--- src/rtl/ahb_bus_arbiter_pkg.sv ---
// Shared AHB-Lite encodings and arbiter types for the two-master bus arbiter.
// burst_beats() gives the beat count of a fixed-length burst (1 for SINGLE and INCR).
package ahb_bus_arbiter_pkg;

    typedef enum logic [1:0] {
        HTRANS_IDLE   = 2'b00,
        HTRANS_BUSY   = 2'b01,
        HTRANS_NONSEQ = 2'b10,
        HTRANS_SEQ    = 2'b11
    } htrans_e;

    typedef enum logic [2:0] {
        HBURST_SINGLE = 3'd0,
        HBURST_INCR   = 3'd1,
        HBURST_WRAP4  = 3'd2,
        HBURST_INCR4  = 3'd3,
        HBURST_WRAP8  = 3'd4,
        HBURST_INCR8  = 3'd5,
        HBURST_WRAP16 = 3'd6,
        HBURST_INCR16 = 3'd7
    } hburst_e;

    typedef enum logic [1:0] {
        HRESP_OKAY  = 2'b00,
        HRESP_ERROR = 2'b01,
        HRESP_RETRY = 2'b10,
        HRESP_SPLIT = 2'b11
    } hresp_e;

    // Arbiter state = master currently holding HGRANT
    typedef enum logic {
        OWN0 = 1'b0,
        OWN1 = 1'b1
    } arb_state_e;

    function automatic logic [4:0] burst_beats(input logic [2:0] hburst);
        case (hburst)
            HBURST_WRAP4,  HBURST_INCR4:  burst_beats = 5'd4;
            HBURST_WRAP8,  HBURST_INCR8:  burst_beats = 5'd8;
            HBURST_WRAP16, HBURST_INCR16: burst_beats = 5'd16;
            default:                      burst_beats = 5'd1;
        endcase
    endfunction

endpackage

--- src/rtl/ahb_burst_tracker.sv ---
// Tracks the remaining beats of the address-phase owner's burst and reports whether the
// bus stays locked to that owner once the beat presented this cycle has been accepted.
module ahb_burst_tracker (
    input  logic       clk,
    input  logic       rst_n,
    input  logic       accept,
    input  logic       err_first,
    input  logic [1:0] htrans,
    input  logic [2:0] hburst,
    input  logic       hbusreq,
    output logic       lock_after
);
    import ahb_bus_arbiter_pkg::*;

    logic [3:0] cnt_q, cnt_d;
    logic       incr_q, incr_d;

    always_ff @(posedge clk or negedge rst_n) begin
        if (!rst_n) begin
            cnt_q  <= 4'd0;
            incr_q <= 1'b0;
        end else begin
            cnt_q  <= cnt_d;
            incr_q <= incr_d;
        end
    end

    always_comb begin
        cnt_d  = cnt_q;
        incr_d = incr_q;
        if (err_first) begin
            cnt_d  = 4'd0;
            incr_d = 1'b0;
        end else if (accept) begin
            case (htrans)
                HTRANS_NONSEQ: begin
                    cnt_d  = 4'(burst_beats(hburst) - 5'd1);
                    incr_d = (hburst == HBURST_INCR);
                end
                HTRANS_SEQ: begin
                    if (cnt_q != 4'd0) cnt_d = cnt_q - 4'd1;
                end
                HTRANS_IDLE: begin
                    cnt_d  = 4'd0;
                    incr_d = 1'b0;
                end
                default: ;
            endcase
        end
        // Looking at the post-beat state lets the final beat of a burst re-arbitrate in the same cycle
        lock_after = (cnt_d != 4'd0) || (incr_d && hbusreq);
    end

endmodule

--- src/rtl/ahb_bus_arbiter.sv ---
// Two-master AHB-Lite arbiter and multiplexer in front of the AHB-to-APB bridge slave port.
// Round-robin grant, bursts never split, address muxed by owner and write data by data-phase owner.
module ahb_bus_arbiter #(
    parameter int   AW      = 32,
    parameter int   DW      = 32,
    parameter logic DEF_MST = 1'b0
) (
    input  logic          iHCLK,
    input  logic          iHRESETn,
    input  logic          iM0_HBUSREQ,
    output logic          oM0_HGRANT,
    input  logic [AW-1:0] iM0_HADDR,
    input  logic [1:0]    iM0_HTRANS,
    input  logic          iM0_HWRITE,
    input  logic [3:0]    iM0_HSIZE,
    input  logic [2:0]    iM0_HBURST,
    input  logic [DW-1:0] iM0_HWDATA,
    input  logic          iM1_HBUSREQ,
    output logic          oM1_HGRANT,
    input  logic [AW-1:0] iM1_HADDR,
    input  logic [1:0]    iM1_HTRANS,
    input  logic          iM1_HWRITE,
    input  logic [3:0]    iM1_HSIZE,
    input  logic [2:0]    iM1_HBURST,
    input  logic [DW-1:0] iM1_HWDATA,
    output logic [AW-1:0] oHADDR,
    output logic [1:0]    oHTRANS,
    output logic          oHWRITE,
    output logic [3:0]    oHSIZE,
    output logic [2:0]    oHBURST,
    output logic [DW-1:0] oHWDATA,
    input  logic          iHREADY,
    input  logic [1:0]    iHRESP,
    output logic          oHREADY,
    output logic          oHMASTER
);
    import ahb_bus_arbiter_pkg::*;

    localparam arb_state_e DEF_STATE = arb_state_e'(DEF_MST);

    arb_state_e state_q, state_d;
    logic       owner_q, owner_d;
    logic       data_owner_q, data_owner_d;

    logic [1:0] own_htrans;
    logic [2:0] own_hburst;
    logic       own_hbusreq;
    logic       err_first;
    logic       lock_after;
    logic       cur, req_cur, req_oth;

    assign own_htrans  = owner_q ? iM1_HTRANS  : iM0_HTRANS;
    assign own_hburst  = owner_q ? iM1_HBURST  : iM0_HBURST;
    assign own_hbusreq = owner_q ? iM1_HBUSREQ : iM0_HBUSREQ;
    // First cycle of the two-cycle ERROR response drops any burst lock
    assign err_first   = (iHRESP == HRESP_ERROR) && !iHREADY;

    ahb_burst_tracker u_burst_tracker (
        .clk        (iHCLK),
        .rst_n      (iHRESETn),
        .accept     (iHREADY),
        .err_first  (err_first),
        .htrans     (own_htrans),
        .hburst     (own_hburst),
        .hbusreq    (own_hbusreq),
        .lock_after (lock_after)
    );

    always_ff @(posedge iHCLK or negedge iHRESETn) begin
        if (!iHRESETn) begin
            state_q      <= DEF_STATE;
            owner_q      <= DEF_MST;
            data_owner_q <= DEF_MST;
        end else begin
            state_q      <= state_d;
            owner_q      <= owner_d;
            data_owner_q <= data_owner_d;
        end
    end

    always_comb begin
        state_d      = state_q;
        owner_d      = owner_q;
        data_owner_d = data_owner_q;
        cur          = (state_q == OWN1);
        req_cur      = cur ? iM1_HBUSREQ : iM0_HBUSREQ;
        req_oth      = cur ? iM0_HBUSREQ : iM1_HBUSREQ;
        if (iHREADY) begin
            owner_d      = cur;
            data_owner_d = owner_q;
            // With two masters the grantee is always the last one granted, so a requesting peer wins
            if (!lock_after) begin
                if (req_oth)       state_d = arb_state_e'(!cur);
                else if (!req_cur) state_d = DEF_STATE;
            end
        end
    end

    always_comb begin
        oM0_HGRANT = (state_q == OWN0);
        oM1_HGRANT = (state_q == OWN1);
        oHMASTER   = owner_q;
        oHREADY    = iHREADY;
        if (owner_q) begin
            oHADDR  = iM1_HADDR;
            oHTRANS = iM1_HTRANS;
            oHWRITE = iM1_HWRITE;
            oHSIZE  = iM1_HSIZE;
            oHBURST = iM1_HBURST;
        end else begin
            oHADDR  = iM0_HADDR;
            oHTRANS = iM0_HTRANS;
            oHWRITE = iM0_HWRITE;
            oHSIZE  = iM0_HSIZE;
            oHBURST = iM0_HBURST;
        end
        oHWDATA = data_owner_q ? iM1_HWDATA : iM0_HWDATA;
    end

endmodule
--- config.mk ---
export PLATFORM = sky130hd
export DESIGN_NAME = ahb_bus_arbiter
export DESIGN_NICKNAME = d
export VERILOG_FILES = /design/src/rtl/ahb_bus_arbiter_pkg.sv /design/src/rtl/ahb_burst_tracker.sv /design/src/rtl/ahb_bus_arbiter.sv
export SDC_FILE = /design/constraint.sdc
export NUM_CORES = 1
export LEC_CHECK = 0
export ABC_AREA = 1
export BUFFER_PORTS_ARGS = -buffer_cell sky130_fd_sc_hd__buf_4
export CORE_AREA = 2 2 90 92
export CTS_BUF_LIST = sky130_fd_sc_hd__clkbuf_8 sky130_fd_sc_hd__clkbuf_16
export DETAILED_ROUTE_END_ITERATION = 6
export DIE_AREA = 0 0 92 94
export GPL_TIMING_DRIVEN = 0
export HOLD_SLACK_MARGIN = 0.12
export SLEW_MARGIN = 5
export SYNTH_ARGS = -nofsm -noshare
export SYNTH_HDL_FRONTEND = slang
export SYNTH_SLANG_ARGS = --single-unit
--- constraint.sdc ---
create_clock -name iHCLK -period 2 [get_ports iHCLK]
set_input_delay 0.4 -clock iHCLK [delete_from_list [all_inputs] [get_ports iHCLK]]
set_output_delay 0.4 -clock iHCLK [all_outputs]
set_load 0.02 [all_outputs]
==> results_dict.tcl <==
set metrics [dict create \
    h-tree-depth 1 \
    rows 32 \
    p_leak_nw 2.31 \
    overflow 0 \
    cts_buffers 3 \
    dp_hpwl_um 7530 \
    hold_class "in2reg" \
    ios 233 \
    worstHoldPathCells 2 \
    crit_start "oHMASTER" \
    outcome "completed" \
    grt_pass1_wl_um 13400 \
    rsz0062_at_grt "no" \
    die_x_um 92 \
    whs_endpoint "oHMASTER" \
    root_buffer "clkbuf_8" \
    crit_type "reg2out" \
    clk_latency_ns 0.22 \
    cpMaxStageDelayCell "dfrtp_2" \
    yosysUniqueCellTypes 19 \
    reg2reg_from "u_burst_tracker.cnt_q[0]" \
    reg2reg_slack_ns 0.32 \
    design.core.area_um2 7610 \
    synth.avg_cell_area_um2 4.46 \
    r2r_end "oM1_HGRANT" \
    dieHeight_um 94 \
    clockBufferDepth 2 \
    synth_nets 522 \
    dpl_worst_slack_ns -0.137 \
    vias 2915 \
    slew_headroom 0.812 \
    power_density_nw_per_um2 960 \
    yosysSeqAreaShare 0.123 \
    ant_nets 0 \
    die_area_um2 8650 \
    fin_ws_ns 0.120 \
    syn_inst 366 \
    worst_setup_path_end_kind "output port" \
    ir_drop_mv 0.389 \
    mostFrequentLayoutCells "nand2_1, buf_4, inv_1, nand3_1, nor2_1" \
    crit_arrival_ns 1.48 \
    regArea_um2 201 \
    dr.first_iter.drc_count 67 \
    synth_top_cell_by_area "nand2_1" \
    power_mw 3.43 \
    ys_seq_elements 8 \
    ys_warn_count 0 \
    first_global_vias 2984 \
    grt_util_all_layers 0.188 \
    synth_top_cells_by_area "nand2_1, dfrtp_1, inv_1" \
    timing.final.crit_share 0.940 \
    place_congestion 0.867 \
    cts_tree "yes" \
    final_max_slew_viol_count 0 \
    nFillCells 839 \
    cp_max_fo 10 \
    synthToLayoutAreaGrowth_pct 119 \
    grt_antenna_before_repair 0 \
    worst_slew_pin_slew_ns 0.278 \
    wirelength_um 8540 \
    crit_required_ns 1.60 \
    viasPerCell 4.16 \
    final_nets 757 \
    port_buffers 231 \
    setup_viol 0 \
    skew_ns 0.00309 \
    max_clock_freq_mhz 532 \
    layout_commonest_cell "nand2_1" \
    synth_top_area_share 0.618 \
    clock_sinks 8 \
    critPathTopFamily "buffers and inverters" \
    netlist_area_um2 1630 \
    drc 0 \
    drt-pass1-iter-count 5 \
    rr_worst_depth 13 \
    cp_num_buf_inv 4 \
    cp_cell_sequence "buf_4 -> buf_6 -> clkbuf_4 -> nand2_1 -> nand2_1 -> buf_4" \
    worstHoldStart "iHREADY" \
    cp_slowest_stage_delay_ns 0.42 \
    utilization 0.470 \
    clk_pin_slew_worst_paths_ns 0.04 \
    period_minus_slack_ns 1.88 \
    grt_max_degree 11 \
    multi_input_area_um2 1260 \
    start_util 0.215 \
    critPathLaunchType "flip-flop" \
    postCtsSetupRepairBufs 0 \
    hold_violations 0 \
    drive_above_1_share 0.442 \
    antenna_cells 0 \
    avgRoutedWirePerCell_um 12.2 \
    cap_violations 0 \
]
worst register-to-register path, cell delays in order (launching register included):
cell,delay [ns]
dfrtp_1,0.42
inv_1,0.12
ha_1,0.28
inv_1,0.06
nand2_1,0.06
nand2_1,0.05
nand3_1,0.06
nand2_1,0.06
nand2_1,0.07
nand3_1,0.08
nor2_2,0.11
nand3_1,0.08
nand2_1,0.06
nand2_1,0.04
worst max-delay path by stage:
stage | to | cells after the start
final | oHADDR[18] | 6
after global routing | oHADDR[11] | 6
after CTS | oHWDATA[6] | 6
after detailed placement | oHADDR[28] | 6
after global placement | oHADDR[15] | 6
after floorplan | oHADDR[11] | 5
report_power, final:
group / internal [mW] / total (mW) / switching, mW
sequential: 0.218 / 0.284 / 0.0663
combinational: 1.20 / 2.96 / 1.76
clock: 0.130 / 0.188 / 0.0584
cell type report:
cell class                 instances  share of cell area
inverter                          25              0.0270
sequential                         8              0.0564
multi-input combinational        315               0.353
buffer                            16              0.0284
timing repair buffer             232               0.488
tap                              102              0.0357
clock buffer                       3              0.0116
synthesized netlist by cell type:
library cell  instances
o21ai_0               4
ha_1                  1
nand3_2               1
inv_1                24
nand3_1              13
nor2_1               11
nand2_4               1
dfrtp_1               8
nand2_1             269
inv_2                 1
o211ai_1              1
buf_4                 2
clkbuf_1             13
nor2_2                5
o21ai_1               2
nand2_2               6
buf_1                 1
nand4_1               1
buf_2                 2
per-stage QoR:
step                instances  hold slack [ns]  instance area, um^2  setup TNS, ns
global route              701            0.546                 3570              0
finish                    701            0.527                 3570              0
CTS                       703            0.522                 3560              0
detailed placement        699            0.224                 3500          -2.30
global placement          699            0.224                 3500          -2.73
floorplan                 366            0.104                 1630              0
cells by family (layout without fill, tap and decap cells):
kind of cell	Yosys count	after routing	synth area share
buf+inv	43	276	0.105
simple gates	307	307	0.742
compound gates	7	7	0.0230
flops	8	8	0.123
fa+ha+maj	1	1	0.00766
flip-flops by register name (all words and copies together), names as in the netlist:
register                flops
data_owner_q                1
oM1_HGRANT                  1
u_burst_tracker.cnt_q       4
u_burst_tracker.incr_q      1
oHMASTER                    1
repair_timing:
| action | in CTS | in global routing |
|---|---|---|
| hold buffers | 1 | 0 |
| endpoints found under the setup margin | 24 | 61 |
| endpoints found under the hold margin | 8 | 0 |
| pin swaps | 0 | 0 |
| gates resized for setup | 9 | 26 |
per-layer routing:
layer / track usage / vias to the layer above / wire length, um
met4: 0.0547 / 0 / 232
met3: 0.0546 / 24 / 620
met2: 0.346 / 119 / 4450
li1: - / 1553 / -
met1: 0.210 / 1219 / 3240
met5: 0 / - / 0
Power figures use the tool's default switching activity.
